### config.mk
export PLATFORM = sky130hd
export DESIGN_NAME = mshr_merge_queue_flat
export DESIGN_NICKNAME = d
export VERILOG_FILES = /design/src/rtl/mshr_merge_queue_if.sv /design/src/rtl/mshr_merge_queue.sv /design/src/flat_wrapper.sv
export SDC_FILE = /design/constraint.sdc
export NUM_CORES = 2
export LEC_CHECK = 0
export ABC_CLOCK_PERIOD_IN_PS = 14500
export CORE_MARGIN = 3
export CORE_UTILIZATION = 30
export CTS_BUF_LIST = sky130_fd_sc_hd__clkbuf_4
export CTS_CLUSTER_DIAMETER = 30
export DETAILED_ROUTE_END_ITERATION = 10
export MAX_ROUTING_LAYER = met4
export PLACE_DENSITY = 0.51
export RECOVER_POWER = 50
export SYNTH_ARGS = -nofsm -noshare
export SYNTH_HDL_FRONTEND = slang
export SYNTH_SLANG_ARGS = --single-unit
### constraint.sdc
create_clock -name clk -period 14.5 [get_ports clk]
set_input_delay 4.35 -clock clk [delete_from_list [all_inputs] [get_ports clk]]
set_output_delay 4.35 -clock clk [all_outputs]
set_load 0.03 [all_outputs]
### src/rtl/mshr_merge_queue_if.sv
// Signal bundle between the MSHR, the cache tag-check stage and the memory port.
interface mshr_merge_queue_if #(
  parameter int TAG_BITS   = 20,
  parameter int DATA_BITS  = 90,
  parameter int ENTRY_BITS = 3
);
  // valid/ready: a transfer happens on a rising edge where both are high; the
  // sender holds its payload stable while valid is high and ready is low.
  logic                      alloc_valid;
  logic                      alloc_ready;
  logic [TAG_BITS-1:0]       alloc_tag;
  logic [DATA_BITS-1:0]      alloc_data;
  logic                      alloc_rw;
  logic [ENTRY_BITS-1:0]     alloc_id;
  logic                      issue_valid;
  logic                      issue_ready;
  logic [TAG_BITS-1:0]       issue_tag;
  logic [ENTRY_BITS-1:0]     issue_id;
  logic                      fill_valid;
  logic                      fill_ready;
  logic [ENTRY_BITS-1:0]     fill_id;
  logic                      replay_valid;
  logic                      replay_ready;
  logic [TAG_BITS-1:0]       replay_tag;
  logic [DATA_BITS-1:0]      replay_data;
  logic                      replay_rw;
  logic                      replay_last;
  logic [TAG_BITS-1:0]       lookup_tag;
  logic                      lookup_hit;
  logic                      lookup_rw;
  logic [ENTRY_BITS:0]       occupancy;
  logic                      fill_err;
  logic [2*(1<<ENTRY_BITS)-1:0] dbg_entry_state;

  modport slave (
    input  alloc_valid, alloc_tag, alloc_data, alloc_rw, issue_ready,
           fill_valid, fill_id, replay_ready, lookup_tag,
    output alloc_ready, alloc_id, issue_valid, issue_tag, issue_id, fill_ready,
           replay_valid, replay_tag, replay_data, replay_rw, replay_last,
           lookup_hit, lookup_rw, occupancy, fill_err, dbg_entry_state
  );

  modport master (
    output alloc_valid, alloc_tag, alloc_data, alloc_rw, issue_ready,
           fill_valid, fill_id, replay_ready, lookup_tag,
    input  alloc_ready, alloc_id, issue_valid, issue_tag, issue_id, fill_ready,
           replay_valid, replay_tag, replay_data, replay_rw, replay_last,
           lookup_hit, lookup_rw, occupancy, fill_err, dbg_entry_state
  );
endinterface

### src/rtl/mshr_merge_queue.sv
// Miss status holding register with in-order issue and per-entry target replay.
// Define MSHR_MERGE_EN to let secondary misses merge into an in-flight entry.
module mshr_merge_queue #(
  parameter int TAG_BITS    = 20,
  parameter int DATA_BITS   = 90,
  parameter int ENTRY_BITS  = 3,
  parameter int TARGET_BITS = 2
) (
  input  logic                clk,
  input  logic                reset,
  mshr_merge_queue_if.slave   mq
);
  localparam int N  = 1 << ENTRY_BITS;
`ifdef MSHR_MERGE_EN
  localparam int T  = 1 << TARGET_BITS;
`else
  localparam int T  = 1;
`endif
  localparam int CW = TARGET_BITS + 1;
  localparam int OW = ENTRY_BITS + 1;

  typedef enum logic [1:0] {E_FREE, E_PENDING, E_ISSUED, E_FILLING} entry_state_e;

  entry_state_e          r_state     [N];
  entry_state_e          w_state_nxt [N];
  logic [TAG_BITS-1:0]   r_tag       [N];
  logic [CW-1:0]         r_cnt       [N];
  logic [DATA_BITS-1:0]  r_tdata     [N][T];
  logic                  r_trw       [N][T];
  logic [ENTRY_BITS-1:0] r_fifo      [N];
  logic [ENTRY_BITS-1:0] r_wr_ptr, r_rd_ptr;
  logic [OW-1:0]         r_fifo_cnt, r_occ;
  logic                  r_fill_act;
  logic [ENTRY_BITS-1:0] r_fill_id;
  logic [CW-1:0]         r_rp_ptr;
  logic                  r_fill_err;

  logic                  w_match, w_free_ok, w_lk_hit, w_lk_rw;
  logic [ENTRY_BITS-1:0] w_match_id, w_free_id, w_alloc_tgt_id, w_issue_id;
  logic                  w_can_merge, w_alloc_ok, w_alloc_fire, w_alloc_new;
  logic                  w_issue_valid, w_issue_fire, w_fill_fire, w_fill_ok;
  logic                  w_rp_last, w_rp_fire, w_free_fire;
  logic [DATA_BITS-1:0]  w_rp_data;
  logic                  w_rp_rw;

  // Tags are unique among busy entries, so at most one entry can match.
  // Scanning downwards leaves the lowest-index hit in the result.
  always_comb begin
    w_match    = 1'b0;
    w_match_id = '0;
    w_free_ok  = 1'b0;
    w_free_id  = '0;
    w_lk_hit   = 1'b0;
    w_lk_rw    = 1'b0;
    for (int i = N-1; i >= 0; i--) begin
      if (r_state[i] == E_FREE) begin
        w_free_ok = 1'b1;
        w_free_id = ENTRY_BITS'(i);
      end
      if (r_state[i] != E_FREE && r_tag[i] == mq.alloc_tag) begin
        w_match    = 1'b1;
        w_match_id = ENTRY_BITS'(i);
      end
      if (r_state[i] != E_FREE && r_tag[i] == mq.lookup_tag) begin
        w_lk_hit = 1'b1;
        for (int j = 0; j < T; j++)
          if (CW'(j) < r_cnt[i]) w_lk_rw = w_lk_rw | r_trw[i][j];
      end
    end
  end

`ifdef MSHR_MERGE_EN
  assign w_can_merge = (r_state[w_match_id] != E_FILLING) && (r_cnt[w_match_id] < CW'(T));
  assign w_rp_last   = (r_rp_ptr == r_cnt[r_fill_id] - CW'(1));
`else
  assign w_can_merge = 1'b0;
  assign w_rp_last   = 1'b1;
`endif

  assign w_alloc_ok     = w_match ? w_can_merge : w_free_ok;
  assign w_alloc_fire   = mq.alloc_valid && w_alloc_ok;
  assign w_alloc_new    = w_alloc_fire && !w_match;
  assign w_alloc_tgt_id = w_match ? w_match_id : w_free_id;

  assign w_issue_valid  = (r_fifo_cnt != '0);
  assign w_issue_id     = r_fifo[r_rd_ptr];
  assign w_issue_fire   = w_issue_valid && mq.issue_ready;

  assign w_fill_fire    = mq.fill_valid && !r_fill_act;
  assign w_fill_ok      = w_fill_fire && (r_state[mq.fill_id] == E_ISSUED);

  assign w_rp_fire      = r_fill_act && mq.replay_ready;
  assign w_free_fire    = w_rp_fire && w_rp_last;

  always_comb begin
    w_rp_data = '0;
    w_rp_rw   = 1'b0;
    for (int j = 0; j < T; j++) begin
      if (CW'(j) == r_rp_ptr) begin
        w_rp_data = r_tdata[r_fill_id][j];
        w_rp_rw   = r_trw[r_fill_id][j];
      end
    end
  end

  // Per-entry lifecycle: FREE -> PENDING -> ISSUED -> FILLING -> FREE.
  always_comb begin
    for (int i = 0; i < N; i++) begin
      w_state_nxt[i] = r_state[i];
      case (r_state[i])
        E_FREE:    if (w_alloc_new && w_free_id == ENTRY_BITS'(i))  w_state_nxt[i] = E_PENDING;
        E_PENDING: if (w_issue_fire && w_issue_id == ENTRY_BITS'(i)) w_state_nxt[i] = E_ISSUED;
        E_ISSUED:  if (w_fill_ok && mq.fill_id == ENTRY_BITS'(i))   w_state_nxt[i] = E_FILLING;
        E_FILLING: if (w_free_fire && r_fill_id == ENTRY_BITS'(i))  w_state_nxt[i] = E_FREE;
        default:   w_state_nxt[i] = E_FREE;
      endcase
    end
  end

  always_ff @(posedge clk or negedge reset) begin
    if (!reset) begin
      for (int i = 0; i < N; i++) begin
        r_state[i] <= E_FREE;
        r_tag[i]   <= '0;
        r_cnt[i]   <= '0;
        r_fifo[i]  <= '0;
        for (int j = 0; j < T; j++) begin
          r_tdata[i][j] <= '0;
          r_trw[i][j]   <= 1'b0;
        end
      end
      r_wr_ptr   <= '0;
      r_rd_ptr   <= '0;
      r_fifo_cnt <= '0;
      r_occ      <= '0;
      r_fill_act <= 1'b0;
      r_fill_id  <= '0;
      r_rp_ptr   <= '0;
      r_fill_err <= 1'b0;
    end else begin
      for (int i = 0; i < N; i++) r_state[i] <= w_state_nxt[i];

      if (w_alloc_fire) begin
        for (int j = 0; j < T; j++) begin
          if (CW'(j) == r_cnt[w_alloc_tgt_id]) begin
            r_tdata[w_alloc_tgt_id][j] <= mq.alloc_data;
            r_trw[w_alloc_tgt_id][j]   <= mq.alloc_rw;
          end
        end
        r_cnt[w_alloc_tgt_id] <= r_cnt[w_alloc_tgt_id] + CW'(1);
        if (!w_match) begin
          r_tag[w_free_id]  <= mq.alloc_tag;
          r_fifo[r_wr_ptr]  <= w_free_id;
          r_wr_ptr          <= r_wr_ptr + ENTRY_BITS'(1);
        end
      end

      if (w_issue_fire) r_rd_ptr <= r_rd_ptr + ENTRY_BITS'(1);
      r_fifo_cnt <= r_fifo_cnt + OW'(w_alloc_new) - OW'(w_issue_fire);
      r_occ      <= r_occ + OW'(w_alloc_new) - OW'(w_free_fire);

      if (w_fill_fire) begin
        if (w_fill_ok) begin
          r_fill_act <= 1'b1;
          r_fill_id  <= mq.fill_id;
          r_rp_ptr   <= '0;
        end else begin
          r_fill_err <= 1'b1;
        end
      end

      // A freed entry never overlaps an alloc target: FILLING entries refuse allocs.
      if (w_rp_fire) begin
        if (w_rp_last) begin
          r_fill_act       <= 1'b0;
          r_tag[r_fill_id] <= '0;
          r_cnt[r_fill_id] <= '0;
        end else begin
          r_rp_ptr <= r_rp_ptr + CW'(1);
        end
      end
    end
  end

  assign mq.alloc_ready  = w_alloc_ok;
  assign mq.alloc_id     = w_alloc_tgt_id;
  assign mq.issue_valid  = w_issue_valid;
  assign mq.issue_tag    = w_issue_valid ? r_tag[w_issue_id] : '0;
  assign mq.issue_id     = w_issue_valid ? w_issue_id : '0;
  assign mq.fill_ready   = !r_fill_act;
  assign mq.replay_valid = r_fill_act;
  assign mq.replay_tag   = r_fill_act ? r_tag[r_fill_id] : '0;
  assign mq.replay_data  = r_fill_act ? w_rp_data : '0;
  assign mq.replay_rw    = r_fill_act && w_rp_rw;
  assign mq.replay_last  = r_fill_act && w_rp_last;
  assign mq.lookup_hit   = w_lk_hit;
  assign mq.lookup_rw    = w_lk_rw;
  assign mq.occupancy    = r_occ;
  assign mq.fill_err     = r_fill_err;

  always_comb begin
    mq.dbg_entry_state = '0;
    for (int i = 0; i < N; i++) mq.dbg_entry_state[2*i +: 2] = r_state[i];
  end
endmodule

### src/flat_wrapper.sv
// flat-port wrapper written by rule: the top's interface ports become plain ports
module mshr_merge_queue_flat 
#(
  parameter int TAG_BITS    = 20,
  parameter int DATA_BITS   = 90,
  parameter int ENTRY_BITS  = 3,
  parameter int TARGET_BITS = 2
)
  (clk, reset, mq_alloc_valid, mq_alloc_tag, mq_alloc_data, mq_alloc_rw, mq_issue_ready, mq_fill_valid, mq_fill_id, mq_replay_ready, mq_lookup_tag, mq_alloc_ready, mq_alloc_id, mq_issue_valid, mq_issue_tag, mq_issue_id, mq_fill_ready, mq_replay_valid, mq_replay_tag, mq_replay_data, mq_replay_rw, mq_replay_last, mq_lookup_hit, mq_lookup_rw, mq_occupancy, mq_fill_err, mq_dbg_entry_state);
  mshr_merge_queue_if #(.TAG_BITS(TAG_BITS), .DATA_BITS(DATA_BITS), .ENTRY_BITS(ENTRY_BITS)) mq_i ();
  input  logic clk;
  input  logic reset;
  input wire logic [$bits(mq_i.alloc_valid)-1:0] mq_alloc_valid;
  input wire logic [$bits(mq_i.alloc_tag)-1:0] mq_alloc_tag;
  input wire logic [$bits(mq_i.alloc_data)-1:0] mq_alloc_data;
  input wire logic [$bits(mq_i.alloc_rw)-1:0] mq_alloc_rw;
  input wire logic [$bits(mq_i.issue_ready)-1:0] mq_issue_ready;
  input wire logic [$bits(mq_i.fill_valid)-1:0] mq_fill_valid;
  input wire logic [$bits(mq_i.fill_id)-1:0] mq_fill_id;
  input wire logic [$bits(mq_i.replay_ready)-1:0] mq_replay_ready;
  input wire logic [$bits(mq_i.lookup_tag)-1:0] mq_lookup_tag;
  output wire logic [$bits(mq_i.alloc_ready)-1:0] mq_alloc_ready;
  output wire logic [$bits(mq_i.alloc_id)-1:0] mq_alloc_id;
  output wire logic [$bits(mq_i.issue_valid)-1:0] mq_issue_valid;
  output wire logic [$bits(mq_i.issue_tag)-1:0] mq_issue_tag;
  output wire logic [$bits(mq_i.issue_id)-1:0] mq_issue_id;
  output wire logic [$bits(mq_i.fill_ready)-1:0] mq_fill_ready;
  output wire logic [$bits(mq_i.replay_valid)-1:0] mq_replay_valid;
  output wire logic [$bits(mq_i.replay_tag)-1:0] mq_replay_tag;
  output wire logic [$bits(mq_i.replay_data)-1:0] mq_replay_data;
  output wire logic [$bits(mq_i.replay_rw)-1:0] mq_replay_rw;
  output wire logic [$bits(mq_i.replay_last)-1:0] mq_replay_last;
  output wire logic [$bits(mq_i.lookup_hit)-1:0] mq_lookup_hit;
  output wire logic [$bits(mq_i.lookup_rw)-1:0] mq_lookup_rw;
  output wire logic [$bits(mq_i.occupancy)-1:0] mq_occupancy;
  output wire logic [$bits(mq_i.fill_err)-1:0] mq_fill_err;
  output wire logic [$bits(mq_i.dbg_entry_state)-1:0] mq_dbg_entry_state;
  assign mq_i.alloc_valid = mq_alloc_valid;
  assign mq_i.alloc_tag = mq_alloc_tag;
  assign mq_i.alloc_data = mq_alloc_data;
  assign mq_i.alloc_rw = mq_alloc_rw;
  assign mq_i.issue_ready = mq_issue_ready;
  assign mq_i.fill_valid = mq_fill_valid;
  assign mq_i.fill_id = mq_fill_id;
  assign mq_i.replay_ready = mq_replay_ready;
  assign mq_i.lookup_tag = mq_lookup_tag;
  assign mq_alloc_ready = mq_i.alloc_ready;
  assign mq_alloc_id = mq_i.alloc_id;
  assign mq_issue_valid = mq_i.issue_valid;
  assign mq_issue_tag = mq_i.issue_tag;
  assign mq_issue_id = mq_i.issue_id;
  assign mq_fill_ready = mq_i.fill_ready;
  assign mq_replay_valid = mq_i.replay_valid;
  assign mq_replay_tag = mq_i.replay_tag;
  assign mq_replay_data = mq_i.replay_data;
  assign mq_replay_rw = mq_i.replay_rw;
  assign mq_replay_last = mq_i.replay_last;
  assign mq_lookup_hit = mq_i.lookup_hit;
  assign mq_lookup_rw = mq_i.lookup_rw;
  assign mq_occupancy = mq_i.occupancy;
  assign mq_fill_err = mq_i.fill_err;
  assign mq_dbg_entry_state = mq_i.dbg_entry_state;
  mshr_merge_queue #(.TAG_BITS(TAG_BITS), .DATA_BITS(DATA_BITS), .ENTRY_BITS(ENTRY_BITS), .TARGET_BITS(TARGET_BITS)) u_core (.clk(clk), .reset(reset), .mq(mq_i));
endmodule
Yosys cells after proc, flatten, opt, wreduce, memory -nomap -nowiden
Index checks and enable logic that the tools add are counted.
Widths: inputs -> output; s select.

word-level totals
  bits in registers = 971
  input bits = 140
  output and inout bits = 165
  word-level logic and storage cells = 450

cells by class
  add/sub/neg operators = 7
  magnitude comparators = 19
  equality and inequality tests = 101
  mux-type cells = 150
  bitwise operators = 20
  reduce and logical (&&, ||, !) cells = 98

operators with widths
  cell                number
  $bwmux 720          1
  $mux 160            3
  $mux 90             4
  $eq 20x20->1        16
  $bmux 90 s3         1
  $demux 90 s3        1
  $and 160x160->160   1
  $bwmux 160          1
  $mux 20             8
  $not 160->160       1
  $bmux 20 s3         2
  $demux 20 s3        2
  $mux 3              25
  $mux 2              34
  $pmux 2 s4          8
  $logic_and 1x1->1   59
  $bwmux 24           2
  $eq 3x3->1 const B  16
  $mux 24             2
  $ne 2x1->1 const B  24
  $mux 1              47
  $eq 2x2->1 const B  17
  $reduce_and 4->1    8
  $ge 4x4->1 const B  7
  other kinds (26)    105

Depth between registers and ports, before layout
  depth after elaboration = 24
  gate-level depth with buffers = 19
  depth with buffers taken out = 17

Least setup slack after synthesis
OpenSTA, ideal clock, no wires.

  path type = input port to output port
  start point = input mq_alloc_tag[1]
  end point = output mq_alloc_id[1]
  data arrival time = 6.426 ns
  data required time = 10.150 ns
  slack = 3.724 ns
  cell stages on the path = 9
  cells stage by stage = buf_4 xor2_1 nor4_1 nand4_1 or4_1 nand2b_1 o21ai_2 inv_4 buf_1

between the ends
  longest elaborated chain between the ends = 11
  elaborated cells on any way between the ends = 33

ends and longest elaborated chain
  item                                                  RTL line                text
  start: declaration                                    flat_wrapper.sv:14      input wire logic [$bits(mq_i.alloc_tag)-1:0] mq_alloc_tag;
  $eq 20x20->1                                          mshr_merge_queue.sv:60  if (r_state[i] != E_FREE && r_tag[i] == mq.alloc_tag) begin
  $logic_and 1x1->1                                     mshr_merge_queue.sv:60
  $mux 3 / $mux 1 (equally long branches) (8 in a row)  mshr_merge_queue.sv:60
  $mux 3 (*)                                            mshr_merge_queue.sv:83  assign w_alloc_tgt_id = w_match ? w_match_id : w_free_id;
  end: declaration                                      flat_wrapper.sv:23      output wire logic [$bits(mq_i.alloc_id)-1:0] mq_alloc_id;

Mark *: on every way between the ends. The rest lies on a longest branch, timed or not.

Worst setup path in the final report
  start point = input mq_alloc_tag[4]
  end point = output mq_alloc_id[0]

The elaborated chain is that of the path after synthesis.

==> run metrics <==
layout filler cell count=17131; Worst-path clk slew=0.06 ns; Hold Crit Class=register to register; initial antenna violation count=11; syn_area_per_cell=13.3 um2; Simple-Gate Fraction of Synth Area=0.0695; port bufs=304; setup violators final=0; fraction of layout cells with a size suffix above 1=0.256; Ys Warns=0; htree depth=5; CTS Root Buffer Type=clkbuf_4; period utilization=0.904; cell area after synthesis=0.0520 mm2; clk buf depth=4; I/O pin count=305; outcome=finished with violations; FFs w/ async S/R, synth=1.00; GP Congestion=0.985; Max Fanout on Critical Path=16; Core Footprint=0.172 mm2; Tightest Pin Transition=5.32 ns; min Tclk post-route=13.11 ns; Top cell by count, worst path=nor4_1; failing checks=capacitance limit, slew limit; DR vias/cell=5.13; worst IR drop on VDD=254 uV; MaxCap Viol Count=12; nets@finish=4513; Post-Synth Adder-Cell Area=0.0116; chip width=422 um; Storage cell area=0.0243 mm2; WP data required=10.15 ns; Post-DRT Antenna Nets=0; sequential element share of the synthesized area=0.467; Num CTS Buffers=325; total track usage=0.207; post-synthesis cell count=3907; most frequent cells in the layout=968 x dfrtp_1, 469 x mux2_1, 458 x nand2_1; Hold Vio Cnt, Final=0; first-pass GRT wire length=266000 um; Syn-to-layout area delta=16.5%; total grt overflow=0; post-synth top area share=0.467; setup TNS=0 ns; routed len/inst=26.2 um; vias in the first global route=37651; Rows=152; DRT Pass-1 Iters=5; Die Y-Extent=422 um; Remaining DRCs=0; Setup CP Type=primary input to primary output; xor/xnor share of the synthesized area=0.0571; Via Count=35217; static leakage=27.5 nW; Initial Util=0.302; count of cell types in the netlist=74; postcts setup bufs=0; first-iteration detailed-routing DRC count=2696; slew margin rel.=-2.55; Post-Synthesis Net Count=4094; multiplexer share of the synthesized area=0.317; CTS tree=done; RSZ-0062 raised after global routing=false; Seq cells post-synth=971; full die area=0.178 mm2; fmax=0.0763 GHz; routed wire length=180000 um; Post-synth top flop=dfrtp_1; CP Capture Type=primary output; HP Start=u_core.mq.fill_err; Multi-input gate area=0.0255 mm2; WP data arrival=8.76 ns; Worst path slowest cell=dlygate4sd3_1; compound-gate portion of the synthesized area=0.0354; Startpoint Class=primary input; hpwl dp=111000 um; clk_lat worst skew=1.31 ns; top cells by area, synth=dfrtp_1 47%, mux4_2 12%, mux2_1 10%, mux2_4 7.3%, xor2_1 3.9%; cell chain of the critical path=dlygate4sd3_1 > xor2_1 > nor4_1 > nand4_1 > nor4_1 > nor3b_1 > a22oi_1 > and2_1 > inv_1 > clkdlybuf4s50_1; reg-to-reg critical path startpoint=u_core.r_tag[62]; Resized cells post-CTS=0; clock sinks=971; Max Clock Skew=0.143 ns; largest family of logic cells by synthesized area=multiplexers; placed insts=6309; max incr delay on CP=1.30 ns; most common cell after layout, fill and taps aside=dfrtp_1; dominant cell type by area after synthesis=dfrtp_1; hold buffers post-CTS=0; EDFF count, synth=0; largest net degree at the start of global routing=179; fin cells=6868; Worst setup startpoint=mq_alloc_tag[4]; power density cells=231 mW/mm2; Slew Limit Fails=650
==> path summary, 6_finish.rpt <==
path                                       end  slack [ns]  cells past startpoint
max                             mq_alloc_id[0]        1.39                     10
min                         u_core.mq.fill_err        0.46                      1
max reg2reg                    u_core.r_trw[6]        7.89                     14
min reg2reg                 u_core.mq.fill_err        0.46                      1
max in group asynchronous  u_core.r_tdata[431]        3.54                      3
min in group asynchronous   u_core.r_tdata[36]        5.00                      1
==> state kept, by name, indices dropped and copies added (netlist names) <==
name / count
u_core.r_tdata: 720
u_core.r_fill_id: 3
u_core.mq.dbg_entry_state: 16
u_core.r_rd_ptr: 3
u_core.r_tag: 160
u_core.r_cnt: 24
u_core.r_fifo: 24
u_core.r_wr_ptr: 3
u_core.r_fifo_cnt: 4
u_core.mq.fill_err: 1
u_core.mq.occupancy: 4
u_core.mq.replay_last: 1
u_core.r_trw: 8
==> through the flow <==
| step | hold slack, ns | power (mW) | setup slack (ns) | util | cell area, um2 |
|---|---|---|---|---|---|
| after CTS | 0.477 | 14.2 | 1.47 | 0.353 | 60700 |
| after floorplan | 0.453 | 8.89 | 3.72 | - | 52000 |
| after global routing | 0.481 | 14.8 | 1.19 | 0.352 | 60600 |
| final | 0.460 | 14.0 | 1.39 | 0.352 | 60600 |
| after detailed placement | 0.455 | 11.3 | 1.48 | 0.331 | 56800 |
| after global placement | 0.453 | 11.2 | 1.46 | 0.331 | 56800 |
==> kinds of logic (layout without fill, tap and decap cells) <==
group                    after synthesis  after routing
other                                  0             10
buffers and inverters                355            996
AO/OA/AOI/OAI                        315            315
AND/OR/NAND/NOR                      764            764
XOR/XNOR                             339            339
adder cells (fa/ha/maj)               47             47
multiplexers                        1116           1116
flip-flops                           971            971
==> report_power, final <==
part | total (mW) | leakage (nW) | switching, mW | internal [mW]
registers | 4.77 | 12.7 | 1.04 | 3.73
logic | 6.43 | 12.4 | 3.48 | 2.95
clock network | 2.78 | 2.33 | 1.29 | 1.49
total | 14.0 | 27.5 | 5.82 | 8.17
==> Yosys cell counts (4+ instances only) <==
library cell,n
a21oi_1,232
a22o_1,20
a22oi_1,5
and2_1,5
buf_1,50
buf_12,18
buf_2,29
buf_4,38
buf_6,48
clkbuf_1,117
dfrtp_1,971
ha_1,45
inv_1,48
mux2_1,469
mux2_2,45
mux2_4,252
mux2i_1,79
mux4_2,271
nand2_1,458
nand2b_1,10
nand3_1,8
nand4_1,47
nor2_1,88
nor2b_1,10
nor3_1,26
nor4_1,63
nor4_2,4
nor4_4,6
o211ai_1,5
o21ai_0,13
o311ai_0,8
o32a_1,6
or4_1,8
xnor2_1,105
xor2_1,234
==> worst max-delay path, delay by kind of cell <==
kind / cells / cell delay (ns)
buffers and inverters: 3 / 2.10
and+or+nand+nor: 5 / 1.72
AOI/OAI and AO/OA: 1 / 0.35
xor gates and xnor gates: 1 / 0.21
==> final cells by class <==
| type | count | share of cell area |
|---|---|---|
| diodes | 10 | 0.000413 |
| clock buffers | 441 | 0.0546 |
| clock inverters | 108 | 0.00946 |
| inverters | 52 | 0.00351 |
| multi-input cells | 2581 | 0.421 |
| flip-flops and latches | 971 | 0.401 |
| well taps | 2310 | 0.0477 |
| repair buffers | 395 | 0.0620 |
==> routing by layer <==
layer  share of wire  routed length, um  track usage  vias to the layer above
met5               0                  0            -                        -
met4           0.041               7470       0.0880                        0
met3           0.052               9440       0.0382                      435
met2            0.48              85700        0.325                     1265
met1            0.43              77500        0.261                    18419
li1                -                  -            -                    15098
(Power assumes the default switching activity.)
==> patch: new RTL, same flow settings <==
`DATA_BITS` is set to 90 in 3 places; all go to 82.
--- a/src/rtl/mshr_merge_queue_if.sv
+++ b/src/rtl/mshr_merge_queue_if.sv
@@ -1,7 +1,7 @@
 // Signal bundle between the MSHR, the cache tag-check stage and the memory port.
 interface mshr_merge_queue_if #(
   parameter int TAG_BITS   = 20,
-  parameter int DATA_BITS  = 90,
+  parameter int DATA_BITS  = 82,
   parameter int ENTRY_BITS = 3
 );
   // valid/ready: a transfer happens on a rising edge where both are high; the
--- a/src/rtl/mshr_merge_queue.sv
+++ b/src/rtl/mshr_merge_queue.sv
@@ -2,7 +2,7 @@
 // Define MSHR_MERGE_EN to let secondary misses merge into an in-flight entry.
 module mshr_merge_queue #(
   parameter int TAG_BITS    = 20,
-  parameter int DATA_BITS   = 90,
+  parameter int DATA_BITS   = 82,
   parameter int ENTRY_BITS  = 3,
   parameter int TARGET_BITS = 2
 ) (
--- a/src/flat_wrapper.sv
+++ b/src/flat_wrapper.sv
@@ -2,7 +2,7 @@
 module mshr_merge_queue_flat 
 #(
   parameter int TAG_BITS    = 20,
-  parameter int DATA_BITS   = 90,
+  parameter int DATA_BITS   = 82,
   parameter int ENTRY_BITS  = 3,
   parameter int TARGET_BITS = 2
 )
Interface: changed (resized mq_alloc_data and mq_replay_data); port bits go from 305 to 289. The function was not compared with the original's and may differ.
==> patch against the original RTL <==
The flow still finishes with violations (max-capacitance violations, max-slew violations); maximum frequency shrank 0.77%; via count shrank 7.7%; critical path depth shrank 1; design area shrank 7.4%; sequential power shrank 3%; total power shrank 3.4%; sequential cell count shrank 64; routed wire length shrank 11%; area after synthesis shrank 7.5%; setup slack lost 100 ps; utilization grew 0.10 points; critical endpoint unchanged.
==> patch: results (changes against the original RTL) <==
| Metric | Value |
|---|---|
| Status | complete, but fails checks |
| Violated checks | max-capacitance violations, max-slew violations |
| Vias in the first global route | 34200 (-9.1%) |
| Sequential area share after synthesis | 0.472 (+0.00458) |
| Insertion delay to the later sink of the worst-skew pair | 1250 ps (-60 ps) |
| Post-Synth Adder-Cell Area | 0.0125 (+0.000940) |
| Worst Hold Depth | 1 (unchanged) |
| Clock transition at the registers of the reported paths | 60 ps (about the same) |
| Syn. warnings | 0 (unchanged) |
| Clock Path Buffers | 4 (unchanged) |
| IR drop worst, VDD | 174 uV (-32%) |
| Max Slew Vio Count | 846 (+30%) |
| Largest cells by area after synthesis | dfrtp_1, mux2_1, mux4_2, xor2_1, mux2i_1 |
| First-pass GRT wire length | 236000 um (-11%) |
| Maxcap violations | 10 (-2) |
| Lkg Pwr | 25.6 nW (-7.0%) |
| Mapped Nets | 3803 (-7.1%) |
| Largest net degree at the start of global routing | 175 (-2.2%) |
| Most frequent cells after synthesis | dfrtp_1, mux2_1, xor2_1 |
| Avg WL per Cell | 25.4 um (-3.1%) |
| CTS buffer count | 310 (-4.6%) |
| Syn Inst Count | 3624 (-7.2%) |
| Fillers | 15600 (-8.7%) |
| Skew final | 138 ps (-4.55 ps) |
| Worst Max-Slew Pin Slew | 4240 ps (-1080 ps) |
| DR iter-0 viols | 2434 (-9.7%) |
| Compound-cell area share of the yosys netlist | 0.0296 (-0.00582) |
| Setup slack at placement | 1530 ps (+48.0 ps) |
| Post-CTS Setup Bufs | 0 (unchanged) |
| Placed cells | 5769 (-8.6%) |
| Worst Path Arrival | 8870 ps (+110 ps) |
| GR Util All Layers | 0.200 (-0.00633) |
| Antenna violations before repair | 17 (+6) |
| Fraction of layout cells with a size suffix above 1 | 0.225 (-0.0313) |
| Hpwl dp | 98800 um (-11%) |
| Xor and xnor area share after synthesis | 0.0599 (+0.00281) |
| GPL Wtd Cong | 0.983 (-0.19%) |
| Netlist cell types | 74 (unchanged) |
| Largest registers | u_core.r_tdata (656), u_core.r_tag (160) |
| Drt first pass iters | 5 (unchanged) |
| Mux share of post-synthesis cell area | 0.322 (+0.00509) |
| Vias per std cell | 5.16 (+0.62%) |
| Vias post-DR | 32500 (-7.7%) |
| Fin nets | 4188 (-7.2%) |
| Worst r2r path cells | 15 (+1) |
| # port buffers | 288 (-5.3%) |
## patch: worst paths after layout
check / endpoint / slack (ps) / start
min in group asynchronous: u_core.r_tdata[179] / 4660 / reset
worst max register to register: u_core.r_tdata[171] / 8090 / u_core.mq.dbg_entry_state[6]
worst min register to register: u_core.mq.fill_err / 460 / u_core.mq.fill_err
worst min-delay path: u_core.mq.fill_err / 460 / u_core.mq.fill_err
max in group asynchronous: u_core.r_tdata[2] / 2340 / reset
worst max-delay path: mq_alloc_id[0] / 1280 / mq_alloc_tag[4]
## patch: worst max-delay path: stages
cell and delay [ps]:
dlygate4sd3_1 1230, xor2_1 150, nor4_1 440, nand4_1 190, nor4_1 810, nor3_1 220, nand2_1 160, mux2_2 380
clkdlybuf4s50_1 900
## patch: layer usage
metal  GRT usage  wire, um
met5           -         0
met2       0.288     70500
met3      0.0632     13200
met4      0.0715      4680
met1       0.265     71700
## patch: cells by family (layout without fill, tap and decap cells)
logic type / Yosys count / after routing
muxes: 1145 / 1145
buffers and inverters: 322 / 910
xor gates and xnor gates: 329 / 329
and+or+nand+nor: 664 / 664
AOI/OAI and AO/OA: 210 / 210
other: 0 / 17
DFF: 907 / 907
adders and majority gates: 47 / 47
## patch: metrics by stage
step	instance area (sq um)	util
floorplan	48100	-
global placement	52600	0.331
detailed placement	52600	0.331
CTS	56200	0.354
global route	56100	0.353
finish	56100	0.353
## patch: cell type report
type,instances,area (sq um),share of cell area
clock buffers,415,3120,0.0555
inverters,39,151,0.00270
clock inverters,100,485,0.00865
multi-input cells,2395,23600,0.420
well taps,2072,2590,0.0462
repair buffers,356,3440,0.0614
diodes,17,42.5,0.000758
flip-flops and latches,907,22700,0.405
## patch: where the power goes
part / leakage [nW] / total (W) / internal (W) / switching, W
Clock: 2.17 / 0.00256 / 0.00137 / 0.00119
Sequential: 11.8 / 0.00465 / 0.00359 / 0.00106
Combinational: 11.6 / 0.00630 / 0.00292 / 0.00338
Total: 25.6 / 0.0135 / 0.00788 / 0.00563
